File: config.mk
export PLATFORM = sky130hd
export DESIGN_NAME = rsa_modexp_flat
export DESIGN_NICKNAME = d
export VERILOG_FILES = /design/src/rtl/rsa_modexp_if.sv /design/src/rtl/rsa_modexp.sv /design/src/flat_wrapper.sv
export SDC_FILE = /design/constraint.sdc
export NUM_CORES = 1
export LEC_CHECK = 0
export BUFFER_PORTS_ARGS = -buffer_cell sky130_fd_sc_hd__buf_2
export CAP_MARGIN = 20
export CORE_ASPECT_RATIO = 0.6
export CORE_MARGIN = 4
export CORE_UTILIZATION = 40
export DETAILED_ROUTE_END_ITERATION = 6
export PLACE_DENSITY = 0.59
export SLEW_MARGIN = 20
export SYNTH_ARGS = -nofsm -noshare
export SYNTH_HDL_FRONTEND = slang
export SYNTH_SLANG_ARGS = --single-unit
File: constraint.sdc
create_clock -name clk -period 13.4 [get_ports clk]
set_input_delay 2.01 -clock clk [delete_from_list [all_inputs] [get_ports clk]]
set_output_delay 2.01 -clock clk [all_outputs]
set_load 0.01 [all_outputs]
File: src/rtl/rsa_modexp_if.sv
// Operand/result bundle for the modular-exponentiation engine.
// The requester drives start/base/exp/mod; the engine returns result and status.
interface rsa_modexp_if #(parameter int WIDTH = 8);
    logic                 start;
    logic [2*WIDTH-1:0]   base;
    logic [2*WIDTH-1:0]   exp;
    logic [2*WIDTH-1:0]   mod;
    logic [2*WIDTH-1:0]   result;
    logic                 finish;
    logic                 busy;
    logic                 err;
    logic [31:0]          cycle_count;

    modport master (output start, base, exp, mod,
                    input  result, finish, busy, err, cycle_count);
    modport slave  (input  start, base, exp, mod,
                    output result, finish, busy, err, cycle_count);
endinterface

File: src/rtl/rsa_modexp.sv
// Left-to-right square-and-multiply modular exponentiation over a bit-serial
// shift-add modular multiplier; latency tracks the exponent's Hamming weight.
module rsa_modexp #(parameter int WIDTH = 8) (
    input  logic        clk,
    input  logic        rst,
    rsa_modexp_if.slave bus
);
    localparam int W2 = 2*WIDTH;
    localparam int IW = $clog2(W2);
    localparam logic [IW-1:0] TOP = IW'(W2-1);

    // state | meaning
    // IDLE  | waiting for start
    // SQR   | r = r*r mod n
    // MUL   | r = r*base mod n
    // DONE  | one-cycle finish, outputs just updated
    typedef enum logic [1:0] {IDLE, SQR, MUL, DONE} state_t;
    state_t state, state_nx;

    logic [W2-1:0] n_r, base_r, exp_r, r, result_r, mul_b;
    logic [W2:0]   acc, dbl, red1, sum, red2, n_ext;
    logic [IW-1:0] bcnt, idx;
    logic [31:0]   cyc, cycle_count_r;
    logic          err_r, bad_op, last, mbit;

    assign bad_op = (bus.mod < W2'(2)) || (bus.base >= bus.mod);
    assign last   = (bcnt == '0);
    assign n_ext  = {1'b0, n_r};
    assign mul_b  = (state == MUL) ? base_r : r;
    assign mbit   = mul_b[bcnt];

    // One interleaved step: double-and-reduce, then conditional add-and-reduce.
    assign dbl  = {acc[W2-1:0], 1'b0};
    assign red1 = (dbl >= n_ext) ? dbl - n_ext : dbl;
    assign sum  = red1 + (mbit ? {1'b0, r} : '0);
    assign red2 = (sum >= n_ext) ? sum - n_ext : sum;

    always_ff @(posedge clk or posedge rst) begin
        if (rst) state <= IDLE;
        else     state <= state_nx;
    end

    always_comb begin
        state_nx = state;
        case (state)
            IDLE: if (bus.start) state_nx = bad_op ? DONE : SQR;
            SQR:  if (last) begin
                      if (exp_r[idx])      state_nx = MUL;
                      else if (idx == '0)  state_nx = DONE;
                      else                 state_nx = SQR;
                  end
            MUL:  if (last) state_nx = (idx == '0) ? DONE : SQR;
            DONE: state_nx = IDLE;
            default: state_nx = IDLE;
        endcase
    end

    always_ff @(posedge clk or posedge rst) begin
        if (rst) begin
            n_r           <= '0;
            base_r        <= '0;
            exp_r         <= '0;
            r             <= '0;
            acc           <= '0;
            bcnt          <= '0;
            idx           <= '0;
            cyc           <= '0;
            result_r      <= '0;
            err_r         <= 1'b0;
            cycle_count_r <= '0;
        end else begin
            case (state)
                IDLE: if (bus.start) begin
                    n_r    <= bus.mod;
                    base_r <= bus.base;
                    exp_r  <= bus.exp;
                    r      <= W2'(1);
                    acc    <= '0;
                    bcnt   <= TOP;
                    idx    <= TOP;
                    cyc    <= '0;
                    if (bad_op) begin
                        result_r      <= '0;
                        err_r         <= 1'b1;
                        cycle_count_r <= '0;
                    end
                end
                SQR, MUL: begin
                    cyc <= cyc + 32'd1;
                    if (last) begin
                        r    <= red2[W2-1:0];
                        acc  <= '0;
                        bcnt <= TOP;
                        if (state_nx == SQR) idx <= idx - 1'b1;
                        if (state_nx == DONE) begin
                            result_r      <= red2[W2-1:0];
                            err_r         <= 1'b0;
                            cycle_count_r <= cyc + 32'd1;
                        end
                    end else begin
                        acc  <= red2;
                        bcnt <= bcnt - 1'b1;
                    end
                end
                default: ;
            endcase
        end
    end

    assign bus.result      = result_r;
    assign bus.err         = err_r;
    assign bus.cycle_count = cycle_count_r;
    assign bus.finish      = (state == DONE);
    assign bus.busy        = (state != IDLE);
endmodule
File: src/flat_wrapper.sv
// flat-port wrapper written by rule: the top's interface ports become plain ports
module rsa_modexp_flat 
#(parameter int WIDTH = 8)
  (clk, rst, bus_start, bus_base, bus_exp, bus_mod, bus_result, bus_finish, bus_busy, bus_err, bus_cycle_count);
  rsa_modexp_if #(.WIDTH(WIDTH)) bus_i ();
  input  logic clk;
  input  logic rst;
  input wire logic [$bits(bus_i.start)-1:0] bus_start;
  input wire logic [$bits(bus_i.base)-1:0] bus_base;
  input wire logic [$bits(bus_i.exp)-1:0] bus_exp;
  input wire logic [$bits(bus_i.mod)-1:0] bus_mod;
  output wire logic [$bits(bus_i.result)-1:0] bus_result;
  output wire logic [$bits(bus_i.finish)-1:0] bus_finish;
  output wire logic [$bits(bus_i.busy)-1:0] bus_busy;
  output wire logic [$bits(bus_i.err)-1:0] bus_err;
  output wire logic [$bits(bus_i.cycle_count)-1:0] bus_cycle_count;
  assign bus_i.start = bus_start;
  assign bus_i.base = bus_base;
  assign bus_i.exp = bus_exp;
  assign bus_i.mod = bus_mod;
  assign bus_result = bus_i.result;
  assign bus_finish = bus_i.finish;
  assign bus_busy = bus_i.busy;
  assign bus_err = bus_i.err;
  assign bus_cycle_count = bus_i.cycle_count;
  rsa_modexp #(.WIDTH(WIDTH)) u_core (.clk(clk), .rst(rst), .bus(bus_i));
endmodule
# Word level (Yosys, flattened, before mapping)
# Cells that the tools add are included.
[totals]
elab_cells = 90
register_bits = 171
input_bits = 51
output_inout_bits = 51
[classes]
n_addsub = 6
eq_ne = 10
reduce_logical = 12
magnitude_cmp = 6
n_mux = 44
[ops]
columns = ["operator", "n"]
rows = [
  ["2-to-1 mux 16 bit", 11],
  ["2-to-1 mux 32 bit", 5],
  ["case mux 32 bit (2 select lines)", 2],
  ["case mux 16 bit (2 select lines)", 3],
  [">= comparator 17 x 16 -> 1 bit", 2],
  ["adder 32 x 1 -> 32 bit (second input constant)", 1],
  ["adder 17 x 16 -> 17 bit", 1],
  ["2-to-1 mux 17 bit", 1],
  ["subtractor 17 x 16 -> 17 bit", 1],
  [">= comparator 16 bit", 1],
  ["< comparator 16 x 2 -> 1 bit (second input constant)", 1],
  ["2-to-1 mux 4 bit", 4],
  ["case mux 4 bit (2 select lines)", 2],
  ["subtractor 16 bit", 1],
  ["2-to-1 mux 2 bit", 6],
  ["< comparator 4 x 5 -> 1 bit (second input constant)", 2],
  ["binary-select mux 1 bit (select 4 bit)", 2],
  ["zero test 4 bit", 2],
  ["!= test 2 x 1 -> 1 bit (second input constant)", 4],
  ["case mux 2 bit (4 select lines)", 1],
  ["subtractor 4 x 1 -> 4 bit (second input constant)", 2],
  ["== test 2 bit (second input constant)", 3],
  ["2-to-1 mux 1 bit", 6],
  ["AND reduction 5 bit", 1],
  ["other kinds (10)", 13],
]

# Longest topological paths before layout
[logic_depth]
depth_word = 11
depth_mapped = 33
ltp_nobuf = 28

# Least setup slack after synthesis
# OpenSTA, ideal clock, no wires.
[synth_path]
path_kind = "reg-to-reg"
startpoint = "register u_core.n_r[1]"
endpoint = "register u_core.r[14]"
period_less_slack_ns = 6.358
setup_ns = 0.133
arrival_ns = 6.225
required_time_ns = 13.267
path_stages_with_launch = 34
setup_slack_ns = 7.042
path_buffers = 5
path_cell_list = "dfrtp_1 > inv_1 > ha_1 > ha_1 > nand4_1 > o41ai_1 > a2111oi_0 > and2_1 > clkbuf_1 > clkbuf_1 > nor2_1 > ha_1 > inv_1 > fa_1 > nor2b_4 > o31a_1 > o31a_1 > o21a_1 > o21a_1 > o21ai_0 > a21oi_1 > ha_1 > clkbuf_1 > a21oi_1 > o22ai_1 > o21ai_0 > o311ai_1 > o41ai_1 > nor4b_4 > or2_1 > buf_6 > buf_12 > mux2i_1 > o31ai_2"
[synth_via]
elab_chain_len = 7
elab_cells_between_ends = 9
classes_between = "add/sub: 3; order compare: 2; mux: 4"
[synth_lines]
columns = ["item", "line_no", "source"]
rows = [
  ["from (decl)", "rsa_modexp.sv:20", "logic [W2-1:0] n_r, base_r, exp_r, r, result_r, mul_b;"],
  ["from (signal assigned)", "rsa_modexp.sv:74", "n_r <= bus.mod;"],
  ["subtractor 17 x 16 -> 17 bit or >= comparator 17 x 16 -> 1 bit (tied branches)", "rsa_modexp.sv:34", "assign red1 = (dbl >= n_ext) ? dbl - n_ext : dbl;"],
  ["2-to-1 mux 17 bit", "rsa_modexp.sv:34", ""],
  ["adder 17 x 16 -> 17 bit", "rsa_modexp.sv:35", "assign sum = red1 + (mbit ? {1'b0, r} : '0);"],
  ["subtractor 16 bit or >= comparator 17 x 16 -> 1 bit (tied branches)", "rsa_modexp.sv:36", "assign red2 = (sum >= n_ext) ? sum - n_ext : sum;"],
  ["2-to-1 mux 16 bit *", "rsa_modexp.sv:36", ""],
  ["2-to-1 mux 16 bit *", "rsa_modexp.sv:90", "if (last) begin"],
  ["case mux 16 bit (2 select lines) *", "rsa_modexp.sv:72", "case (state)"],
  ["to (signal assigned)", "rsa_modexp.sv:91", "r <= red2[W2-1:0];"],
  ["to (decl)", "rsa_modexp.sv:20", ""],
]
# Every way passes the cells marked *; elsewhere a longest branch is shown, timed or not. The select of a mux whose other input is x is not followed.
# A chain may end at the register's enable or synchronous reset.

# Worst setup path after layout
[layout_path]
startpoint = "register u_core.n_r[10]"
endpoint = "register u_core.acc[14]"
[layout_via]
elab_chain_len = 7
elab_cells_between_ends = 9
classes_between = "add/sub: 3; order compare: 2; mux: 4"
[layout_lines]
columns = ["item", "line_no", "source"]
rows = [
  ["subtractor 17 x 16 -> 17 bit or >= comparator 17 x 16 -> 1 bit (tied branches)", "rsa_modexp.sv:34", ""],
  ["2-to-1 mux 17 bit", "rsa_modexp.sv:34", ""],
  ["adder 17 x 16 -> 17 bit", "rsa_modexp.sv:35", ""],
  ["subtractor 16 bit or >= comparator 17 x 16 -> 1 bit (tied branches)", "rsa_modexp.sv:36", ""],
  ["2-to-1 mux 16 bit *", "rsa_modexp.sv:36", ""],
  ["2-to-1 mux 16 bit *", "rsa_modexp.sv:90", ""],
  ["case mux 16 bit (2 select lines) *", "rsa_modexp.sv:72", ""],
  ["to (signal assigned)", "rsa_modexp.sv:101", "acc <= red2;"],
  ["to (decl)", "rsa_modexp.sv:21", "logic [W2:0] acc, dbl, red1, sum, red2, n_ext;"],
]
# Every way passes the cells marked *; elsewhere a longest branch is shown, timed or not.

==> out/results.ini <==
[timing]
hold_violations=0
relSlewSlack_pct=32.3
layout_min_cycle_time_ns=8.18
finalSetupTns_ns=0
max_slew.worst_pin.slew_ns=1.01
skew_ns=0.0105
finalMaxSlewViolations=0
min_period_over_period_pct=61.0
max_freq_mhz=122
setup_viol_count_final=0
rsz0062_at_grt=no

[setup_path]
cp_data_required_time_ns=13.71
path_class=flop to flop
r2r_end=u_core.acc[14]
critPathArrivalTime_ns=8.49
end_kind=flop
start_kind=flop
rrSetupSlack_ns=5.22
critPathMaxFanout=30
rr_worst_depth=24
r2r-start=u_core.n_r[10]

[yosys]
synth_cell_types=73
synth.avg_cell_area_sq_um=9.23
synthXorXnorAreaFrac_pct=5.15
ys_async_sr_fraction_pct=100
syn-instance-count=1197
synth-seq-area-share_pct=38.7
synth_edf_count=0
synth_simple_gate_area_share_pct=16.0
synth_warnings=0
yosys-mux-area-fraction_pct=7.70
synthAdderAreaFrac_pct=8.81
ys_ff_latch=171
synth-main-ff-cell=dfrtp_1
synth_area_sq_um=11100
synth_top_family_by_area=compound AO/OA/AOI/OAI gates
synth_compound_area_share_pct=19.0
syn_nets=1324

[cts]
post_cts_buffers=0
postCtsHoldBufs=0
root_buffer=clkbuf_16
cts_htree_levels=4
clk_pin_slew_ns=0.07
cts_buffers=17
clk_path_buf_depth=2
cts_tree=built
cts_resized=0
cts_sinks=171
worstSkewPairLatency_ns=0.45

[floorplanning]
row_count=46
dieArea_sq_um=30400
die_w_um=223
initial_utilization_pct=41.2
fp.coreArea_sq_um=26800
chipHeight_um=137
ioPinCount=102

[status]
status=finished clean

[grt]
grt_pass1_vias=8664
grt_max_degree=106
grt_pass1_wl_um=51400
grt_overflow=0
track_usage_pct=21.8
antenna_found_initial=1

[placed_design]
port_buffers=101
gp_congestion=0.911
dp_cells=1606
place_hpwl_um=25000

[finish]
final-instance-count-excl-fill=1639
multi_input_area_sq_um=6280
fillers=2603
areaGrowthSynthToFinish_pct=12.4
drive_gt1_share_pct=16.6
seqCellArea_sq_um=4280
final_nets=1392

[drt]
drc=0
routedWlPerCell_um=20.1
final_antenna_net_count=0
via_per_inst=5.67
via_count=9298
dr.first_iter.drc_count=650
wl_um=33000
dr.pass1.iters=5

[flow_run]
drv_cap=0

[worst_hold_path]
hold_class=flop to flop
worstHoldPathCells=2
hold_start=u_core.bus.cycle_count[31]
whs_endpoint=u_core.bus.cycle_count[31]

## cell families (layout without fill, tap and decap cells)
family                   Yosys count  count (layout)
flip-flops                       171             171
AND/OR/NAND/NOR                  384             384
AO/OA/AOI/OAI                    313             313
XOR/XNOR                          65              65
buffers and inverters            121             202
multiplexers                      67              67
adder cells (fa/ha/maj)           76              76
other                              0               1
## sequential cells by signal (all words and copies together) (netlist names)
signal	flops
u_core.idx	4
u_core.bus.err	1
u_core.state	2
u_core.exp_r	16
u_core.cyc	32
u_core.acc	16
u_core.bus.result	16
u_core.bcnt	4
u_core.n_r	16
u_core.base_r	16
u_core.bus.cycle_count	32
u_core.r	16
## worst max-delay path by stage
stage | from | endpoint | slack (ns)
6_report | u_core.n_r[10] | u_core.acc[14] | 5.22
5_1_grt | u_core.n_r[10] | u_core.acc[3] | 4.77
4_1_cts | u_core.n_r[13] | u_core.acc[14] | 5.48
3_5_place_dp | u_core.n_r[13] | u_core.acc[14] | 5.47
3_3_place_gp | u_core.n_r[13] | u_core.acc[14] | 5.67
2_1_floorplan | rst | u_core.acc[0] | 6.76
## through the flow
| stage | instance area (sq um) | hold WS, ns | util, % | setup WS (ns) |
|---|---|---|---|---|
| finish | 12400 | 0.469 | 46.3 | 5.22 |
| CTS | 12400 | 0.478 | 46.3 | 5.48 |
| floorplan | 11100 | 0.445 | - | 6.76 |
| detailed placement | 11800 | 0.463 | 44.1 | 5.47 |
| global placement | 11800 | 0.457 | 44.1 | 5.67 |
| global route | 12400 | 0.496 | 46.3 | 4.77 |
## cells in the mapped netlist (4+ instances only)
cell      count  area share, %
nand2_1     197            6.7
dfrtp_1     171             39
o21ai_0      94            4.3
ha_1         73            8.3
o31ai_1      70            4.8
inv_1        59            2.0
nor2_1       49            1.7
clkbuf_1     42            1.4
xor2_1       38            3.0
a21oi_1      36            1.6
mux2_2       34            3.5
nand3_1      29            1.3
xnor2_1      27            2.1
a21o_1       24            1.6
nor2b_1      23            1.3
mux2i_1      22            2.0
nand4_1      20            1.1
nor3_1       15           0.68
and3_1       12           0.68
o21a_1       12           0.82
mux4_2       11            2.2
a31oi_1       9           0.51
and2_1        9           0.51
buf_2         8           0.36
nor4_1        8           0.45
a311oi_1      7           0.55
o31a_1        7           0.55
nand2b_1      6           0.34
buf_1         5           0.17
a21boi_0      4           0.27
a221o_1       4           0.36
a22o_1        4           0.32
buf_4         4           0.27
or2_2         4           0.23
## area by class of cell
class	count	area share, %
clock buffer	18	3.46
multi-input combinational	905	50.6
sequential	171	34.5
timing repair buffer	111	4.67
tap	360	3.63
antenna	1	0.0201
inverter	59	1.82
clock inverter	14	1.37
## routing by layer
layer | vias to the layer above | wire length (um) | GRT usage [%]
met5 | - | 0 | 0
met1 | 4471 | 17100 | 34.7
li1 | 4449 | - | -
met3 | 21 | 3430 | 8.51
met4 | 0 | 284 | 4.11
met2 | 357 | 12200 | 27.3
## critical path: stages (launching register included)
cell and delay, ns:
dfrtp_1 0.39, inv_1 0.19, ha_1 0.35, a21o_1 0.20
nand3_1 0.08, a21boi_0 0.08, a2111oi_0 0.50, and2_1 0.79
mux2_2 0.44, ha_1 0.30, a211oi_1 0.11, o21ai_0 0.25
nand3_1 0.14, a311oi_1 0.52, xor2_1 0.52, ha_1 0.39
nand3_1 0.15, o22ai_1 0.09, o21ai_0 0.17, o311ai_1 0.21
o41ai_1 0.43, nor4b_4 0.34, or2_1 0.74, mux2i_1 0.54
o21ai_1 0.10
## cell usage in the layout (no fill, tap or decap), types with 6 or more instances in the layout
master,netlist,layout
nand2_1,197,196
dfrtp_1,171,171
buf_2,8,101
o21ai_0,94,94
ha_1,73,73
o31ai_1,70,70
inv_1,59,57
nor2_1,49,48
xor2_1,38,38
a21oi_1,36,36
mux2_2,34,34
nand3_1,29,29
xnor2_1,27,27
a21o_1,24,23
nor2b_1,23,23
mux2i_1,22,22
nand4_1,20,20
clkbuf_16,0,17
nor3_1,15,15
and3_1,12,12
o21a_1,12,12
mux4_2,11,11
buf_4,4,10
a31oi_1,9,9
and2_1,9,9
nor4_1,8,8
a311oi_1,7,7
o31a_1,7,7
nand2b_1,6,6
Power is not shown: default switching activity piles up to over one toggle a cycle in this logic, so the estimate is an artifact.
